**src/rtl/i2c_txn_ctrl.sv**
```systemverilog
// Register-level I2C transaction sequencer: turns one register read/write request into
// START/WR/RESTART/RD/STOP commands for a bit-level master and returns one response.
module i2c_txn_ctrl #(
  parameter int unsigned TIMEOUT_CYCLES = 65535,
  parameter int unsigned CNT_W          = 16
) (
  input  logic       clk,
  input  logic       reset_n,
  input  logic       req_valid,
  output logic       req_ready,
  input  logic       req_rnw,
  input  logic [6:0] req_dev_addr,
  input  logic [7:0] req_reg_addr,
  input  logic [7:0] req_wdata,
  output logic       rsp_valid,
  output logic [1:0] rsp_err,
  output logic [7:0] rsp_rdata,
  output logic [2:0] m_cmd,
  output logic [7:0] m_din,
  output logic       m_wr,
  input  logic       m_ready,
  input  logic       m_done_tick,
  input  logic       m_ack,
  input  logic [7:0] m_dout
);

  localparam logic [2:0] CmdStart   = 3'b000;
  localparam logic [2:0] CmdWr      = 3'b001;
  localparam logic [2:0] CmdRd      = 3'b010;
  localparam logic [2:0] CmdStop    = 3'b011;
  localparam logic [2:0] CmdRestart = 3'b100;

  localparam logic [1:0] ErrOk      = 2'b00;
  localparam logic [1:0] ErrNack    = 2'b01;
  localparam logic [1:0] ErrTimeout = 2'b10;

  localparam logic [CNT_W-1:0] TimeoutVal = CNT_W'(TIMEOUT_CYCLES);
  // Control commands may only complete from the second cycle after the strobe,
  // so a master that drops m_ready one cycle late is not mistaken for done.
  localparam logic [CNT_W-1:0] CtlSettle  = CNT_W'(2);

  localparam logic [2:0] LastStepWr = 3'd4;
  localparam logic [2:0] LastStepRd = 3'd6;

  typedef enum logic [1:0] {StIdle, StIssue, StWait, StResp} state_e;

  state_e           r_state;
  logic             r_req_ready;
  logic             r_rnw;
  logic [6:0]       r_dev;
  logic [7:0]       r_reg;
  logic [7:0]       r_wdata;
  logic [2:0]       r_step;
  logic [CNT_W-1:0] r_cnt;
  logic             r_rsp_valid;
  logic [1:0]       r_err;
  logic [7:0]       r_rdata;
  logic [2:0]       r_m_cmd;
  logic [7:0]       r_m_din;
  logic             r_m_wr;

  logic [2:0] w_cmd;
  logic [7:0] w_din;
  logic [2:0] w_last_step;
  logic       w_byte_cmd;
  logic       w_timeout;
  logic       w_complete;

  // Command and payload for the current step of the selected step list.
  always_comb begin
    w_cmd = CmdStop;
    w_din = 8'h00;
    if (r_rnw) begin
      case (r_step)
        3'd0: w_cmd = CmdStart;
        3'd1: begin w_cmd = CmdWr; w_din = {r_dev, 1'b0}; end
        3'd2: begin w_cmd = CmdWr; w_din = r_reg; end
        3'd3: w_cmd = CmdRestart;
        3'd4: begin w_cmd = CmdWr; w_din = {r_dev, 1'b1}; end
        3'd5: begin w_cmd = CmdRd; w_din = 8'h01; end
        default: w_cmd = CmdStop;
      endcase
    end else begin
      case (r_step)
        3'd0: w_cmd = CmdStart;
        3'd1: begin w_cmd = CmdWr; w_din = {r_dev, 1'b0}; end
        3'd2: begin w_cmd = CmdWr; w_din = r_reg; end
        3'd3: begin w_cmd = CmdWr; w_din = r_wdata; end
        default: w_cmd = CmdStop;
      endcase
    end
  end

  always_comb begin
    w_last_step = r_rnw ? LastStepRd : LastStepWr;
    w_byte_cmd  = (r_m_cmd == CmdWr) || (r_m_cmd == CmdRd);
    w_timeout   = (r_cnt == TimeoutVal);
    w_complete  = w_byte_cmd ? m_done_tick : (m_ready && (r_cnt >= CtlSettle));
  end

  always_ff @(posedge clk or negedge reset_n) begin
    if (!reset_n) begin
      r_state     <= StIdle;
      r_req_ready <= 1'b1;
      r_rnw       <= 1'b0;
      r_dev       <= 7'h00;
      r_reg       <= 8'h00;
      r_wdata     <= 8'h00;
      r_step      <= 3'd0;
      r_cnt       <= '0;
      r_rsp_valid <= 1'b0;
      r_err       <= ErrOk;
      r_rdata     <= 8'h00;
      r_m_cmd     <= CmdStop;
      r_m_din     <= 8'h00;
      r_m_wr      <= 1'b0;
    end else begin
      r_m_wr      <= 1'b0;
      r_rsp_valid <= 1'b0;
      unique case (r_state)
        StIdle: begin
          if (req_valid && r_req_ready) begin
            r_rnw       <= req_rnw;
            r_dev       <= req_dev_addr;
            r_reg       <= req_reg_addr;
            r_wdata     <= req_wdata;
            r_req_ready <= 1'b0;
            r_step      <= 3'd0;
            r_cnt       <= '0;
            r_err       <= ErrOk;
            r_rdata     <= 8'h00;
            r_state     <= StIssue;
          end
        end
        StIssue: begin
          if (m_ready) begin
            r_m_cmd <= w_cmd;
            r_m_din <= w_din;
            r_m_wr  <= 1'b1;
            r_cnt   <= '0;
            r_state <= StWait;
          end else if (w_timeout) begin
            r_err       <= ErrTimeout;
            r_rsp_valid <= 1'b1;
            r_state     <= StResp;
          end else begin
            r_cnt <= r_cnt + 1'b1;
          end
        end
        StWait: begin
          // Completion wins over a timeout landing in the same cycle.
          if (w_complete) begin
            if (r_m_cmd == CmdRd) begin
              r_rdata <= m_dout;
            end
            if ((r_m_cmd == CmdWr) && m_ack) begin
              r_err   <= ErrNack;
              r_step  <= w_last_step;
              r_cnt   <= '0;
              r_state <= StIssue;
            end else if (r_step == w_last_step) begin
              r_rsp_valid <= 1'b1;
              r_state     <= StResp;
            end else begin
              r_step  <= r_step + 3'd1;
              r_cnt   <= '0;
              r_state <= StIssue;
            end
          end else if (w_timeout) begin
            // Master presumed hung: respond without attempting a STOP.
            r_err       <= ErrTimeout;
            r_rsp_valid <= 1'b1;
            r_state     <= StResp;
          end else begin
            r_cnt <= r_cnt + 1'b1;
          end
        end
        StResp: begin
          r_req_ready <= 1'b1;
          r_state     <= StIdle;
        end
        default: r_state <= StIdle;
      endcase
    end
  end

  assign req_ready = r_req_ready;
  assign rsp_valid = r_rsp_valid;
  assign rsp_err   = r_err;
  assign rsp_rdata = r_rdata;
  assign m_cmd     = r_m_cmd;
  assign m_din     = r_m_din;
  assign m_wr      = r_m_wr;

endmodule

```
**config.mk**
```make
export PLATFORM = sky130hd
export DESIGN_NAME = i2c_txn_ctrl
export DESIGN_NICKNAME = d
export VERILOG_FILES = /design/src/rtl/i2c_txn_ctrl.sv
export SDC_FILE = /design/constraint.sdc
export NUM_CORES = 1
export LEC_CHECK = 0
export BUFFER_PORTS_ARGS = -buffer_cell sky130_fd_sc_hd__buf_2
export CORE_MARGIN = 1
export CORE_UTILIZATION = 45
export CTS_BUF_LIST = sky130_fd_sc_hd__clkbuf_16
export DETAILED_ROUTE_END_ITERATION = 16
export GPL_TIMING_DRIVEN = 0
export HOLD_SLACK_MARGIN = 0.03
export PLACE_DENSITY = 0.73
export RECOVER_POWER = 25
export SLEW_MARGIN = 0
export SYNTH_ARGS = -nofsm -noshare
export SYNTH_HDL_FRONTEND = slang
export SYNTH_SLANG_ARGS = --single-unit
```
**constraint.sdc**
```tcl
create_clock -name clk -period 2 [get_ports clk]
set_input_delay 0.1 -clock clk [delete_from_list [all_inputs] [get_ports clk]]
set_output_delay 0.1 -clock clk [all_outputs]
set_load 0.05 [all_outputs]
```
# Word-level counts from Yosys, hierarchy flattened
# Cells that the tools add are included.
[op_classes]
mux = 47
n_reduce_logical = 18
eq_ne = 19
n_lt_le_gt_ge = 1
addsub = 2
[ops]
columns = ["operator", "count"]
rows = [
  ["$mux 16", 6],
  ["$pmux 16 s3", 1],
  ["$mux 8", 4],
  ["$pmux 8 s4", 1],
  ["$mux 2", 12],
  ["$pmux 8 s3", 1],
  ["$add 16x1->16 const B", 1],
  ["$eq 16x16->1 const B", 1],
  ["$ge 16x2->1 const B", 1],
  ["$pmux 8 s2", 1],
  ["$mux 3", 5],
  ["$pmux 3 s4", 1],
  ["$reduce_and 4->1", 3],
  ["$eq 3x2->1 const B", 3],
  ["$mux 1", 9],
  ["$ne 2x2->1 const B", 4],
  ["$pmux 2 s4", 1],
  ["$eq 3x1->1 const B", 2],
  ["$eq 3x3->1 const B", 2],
  ["$ne 3x3->1 const B", 2],
  ["$pmux 2 s3", 1],
  ["$pmux 3 s2", 1],
  ["$reduce_and 2->1", 3],
  ["$reduce_or 3->1", 2],
  ["other kinds (14)", 19],
]
[totals]
input_bits = 38
register_bits = 69
elab_cells = 101

# Longest topological paths before layout
[depth]
ltp_word = 6
depth_mapped = 10

# Worst setup path after synthesis
# OpenSTA, ideal clock, no wires.
[synth_path]
kind = "reg2reg"
startpoint = "register r_m_cmd[2] (netlist: m_cmd[2])"
endpoint = "register r_cnt[2]"
synth_period_minus_slack_ns = 2.338
slack_ns = -0.338
t_arrival_ns = 2.209
setup_ns = 0.129
path_stages_with_launch = 9
path_cell_list = "dfrtp_1 > nand4bb_4 > nand2_1 > or4_1 > buf_2 > o211ai_2 > buf_6 > mux2i_1 > nor3_2"
[synth_via]
elab_chain_cells = 5
[synth_lines]
columns = ["element", "line_no", "text"]
rows = [
  ["from (decl)", "58", "logic [2:0] r_m_cmd;"],
  ["from (signal assigned)", "114", "r_m_cmd <= CmdStop;"],
  ["from (signal assigned)", "137", "r_m_cmd <= w_cmd;"],
  ["$eq 3x1->1 / $eq 3x2->1 (equally long branches)", "96, 156", ""],
  ["$logic_or 1x1->1 / $logic_and 1x1->1 (equally long branches)", "96, 156", ""],
  ["$mux 1 / $mux 16 (equally long branches)", "98, 156", ""],
  ["$ne 4x4->1 (no source line) / $mux 16 (equally long branches)", "--", ""],
  ["$reduce_and 3->1 (no source line) / $pmux 16 s3 (equally long branches)", "--", ""],
  ["to (signal assigned)", "147", "r_cnt <= r_cnt + 1'b1;"],
  ["to (signal assigned)", "175", "r_cnt <= r_cnt + 1'b1;"],
  ["to (decl)", "54", "logic [CNT_W-1:0] r_cnt;"],
]
# Parallel ways exist; a longest one is shown, timed or not.
# A chain may end at the register's enable or synchronous reset.

# Worst setup path in the final report
[layout_path]
startpoint = "register r_cnt[6]"
endpoint = "register r_cnt[10]"
[layout_via]
elab_chain_cells = 5
[layout_lines]
columns = ["element", "line_no", "text"]
rows = [
  ["$ge 16x2->1", "98", "w_complete = w_byte_cmd ? m_done_tick : (m_ready && (r_cnt >= CtlSettle));"],
  ["$logic_and 1x1->1", "98", ""],
  ["$mux 1", "98", ""],
  ["$ne 4x4->1 (no source line) / $mux 16 (equally long branches)", "--", ""],
  ["$reduce_and 3->1 (no source line) / $pmux 16 s3 (equally long branches)", "--", ""],
]
# Parallel ways exist; a longest one is shown, timed or not.

==> run metrics <==
outcome=finished with violations; Most flops, register=r_cnt; max reg flops=16; reg-to-reg slack, setup=-0.24 ns; area growth from synthesis to layout=43.0%; EDFF count, synth=0; pwr/cell area=1230 nW/um^2; layout cells sized above 1=33.9%; DR WL/cell=about 17 um; sequential area share after synthesis=between 40% and 50%; die area=8700 sq um; kind of critical path=flop to flop; final wirelength=roughly 11 mm; Die H=93.3 um; RR Startpoint=r_cnt[6]; TritonCTS buffer count=9; R2R Path End=r_cnt[10]; Max Slew Vio Count=70; failing checks=capacitance limit, slew limit, setup timing; Max Clk Rate=446 MHz; Primary FF master, synth=dfrtp_1; met3 WL=approximately 670 um; IO Count=62; Non-Filler Instances=about 630; Slew headroom=-1.78%; Synth top area share=between 40% and 50%; Least-Margin Pin Slew=around 1.5 ns; Ys Warns=0; antenna cells=0; DP HPWL=slightly below 6 mm; Vias per Instance=~5.7; crit path setup slack, layout=-0.240 ns; GR Overflow Total=0; Setup TNS Final=-5.18 ns; Worst-path clk slew=~0.06 ns; commonest non-fill, non-tap cell in the layout=dfrtp_1; CP endpoint=r_cnt[10]; R2R depth=9; syn_nets=around 440; Tmin final=2.24 ns; CP max FO=7; highest metal used=met4; Final Setup Violations=31; via count=about 3.6k; Die Wd=between 90 and 100 um; Starting Density=around 48%; synthesized flop and latch total=69; port bufs=61; Row Count=32; RSZ-0062 raised after global routing=true; met2 wire len=5.32 mm; crit start category=flop; first-pass GRT wire length=~16 mm; Critical Path AT=2.50 ns; Setup Skew=~0.0094 ns; antenna-violating nets left=0; leakage=around 2.4 nW; worst skew pair latency=around 0.33 ns; maxcap violations=1; async set or reset register ratio after synthesis=100%; Cells after Synth=a little under 400; placed cells=550; dpl cell area=between 4000 and 5000 sq um; most frequent cells in the layout=64 x dfrtp_1, 54 x nand2_1, 46 x buf_2; Worst EP required=around 2.3 ns; Setup crit end kind=flop; CTS max path bufs=2; clk root buf=clkbuf_16; DRC violations left=0; post-route cell area=between 5000 and 6000 sq um; syn_area_per_cell=9.69 sq um; pin count of the biggest net entering global routing=70; crit path launch=r_cnt[6]; initial antenna violation count=0; Min-Delay Path Class=primary input to flop; 1st-iter DRT viols=157; # nets final=569; Total GRT Usage=24.2%; Final Cycle Share=112%; total power=6.60 mW; final hold violations=0; Mapped Area=~3700 sq um; CTS Sinks=69; drt pass-1 iters=5; Synth cell types=56; vias in the first global route=3439; Peak VDD IR=613 uV; Final GP Congestion=around 0.86; Synth area leader=dfrtp_1; largest cells by area after synthesis=dfrtp_1 44%, mux2_2 7.2%, nand2_1 5.7%; Core Area=roughly 8000 sq um; H-tree levels=3; met1 wire length=around 4.3 mm; CTS tree=built
## what timing repair did
action	in CTS	in global routing
buffers inserted	25	5
gates cloned	2	0
pin swaps	12	15
endpoints found under the hold margin	98	0
resized for setup	34	39
hold buffers	33	0
endpoints found under the setup margin	60	40
## cells by family (layout without fill, tap and decap cells)
kind of cell	Yosys count	count (layout)	synth area share, %
xor gates and xnor gates	3	3	0.701
and+or+nand+nor	136	136	18.0
DFF	69	69	46.2
muxes	37	37	10.7
buffers and inverters	36	173	4.11
adders and majority gates	11	11	3.67
AOI/OAI and AO/OA	95	96	16.7
## per-layer routing
layer,global-route usage [%],up-vias
met3,5.20,35
li1,-,1652
met5,0,-
met2,40.6,154
met4,11.0,0
met1,29.7,1726
## worst min path at each step
| stage | from | to | slack (ns) | cells after the start |
|---|---|---|---|---|
| 6_report | m_ready | m_wr | 0.23 | 3 |
| 5_1_grt | m_ready | m_wr | 0.25 | 3 |
| 4_1_cts | m_ready | m_wr | 0.18 | 3 |
| 3_5_place_dp | reset_n | r_cnt[5] | 0.27 | 1 |
| 3_3_place_gp | req_reg_addr[4] | r_reg[4] | 0.33 | 2 |
| 2_1_floorplan | reset_n | m_cmd[2] | -0.20 | 0 |
## worst max-delay path, cell delays in order (launching register included)
cell and delay [ns]:
dfrtp_1 0.44, nor4_1 0.37, nand4_1 0.15, buf_4 0.18
a22oi_4 0.17, buf_12 0.15, o211ai_4 0.10, buf_6 0.16
or3_1 0.31, a21oi_1 0.12
## cells in the mapped netlist (3+ instances only)
master    number
nor2_1        24
a22o_1         3
buf_2          3
o21a_1         5
mux2i_1       13
nand2_1       57
o21ai_0       24
nor2b_1        5
a21oi_1       28
nor3_1         6
ha_1          11
nand4_1        6
nand3_1       11
nor4_1         4
clkbuf_1      10
or3_1          4
dfstp_2        3
inv_1         20
o31ai_1        4
or4_1          3
mux2_2        24
a22oi_1        8
dfrtp_1       66
## area by class of cell
type                            instances  area [sq um]
Inverter                               20          75.1
Tap cell                              102           128
Fill cell                             569          2530
Clock inverter                          7          75.1
Sequential cell                        69          1740
Multi-Input combinational cell        283          2160
Timing Repair Buffer                  125           887
Buffer                                 12          71.3
Clock buffer                            9           225
## where the power goes
part           total, mW  internal (mW)  leakage [nW]  switching, mW
registers           2.02           1.76         0.905          0.258
logic               2.97           1.33          1.38           1.64
clock network       1.61          0.969         0.140          0.640
## through the flow
stage / hold WS (ns) / worst slack [ns] / utilization, %
after floorplan: -0.196 / -0.210 / -
after global placement: 0.331 / -0.416 / 53.7
after detailed placement: 0.272 / -0.480 / 53.8
after CTS: 0.179 / -0.204 / 66.2
after global routing: 0.246 / -0.282 / 67.9
final: 0.225 / -0.240 / 67.9
No activity file was read; power rests on OpenSTA's default activity.
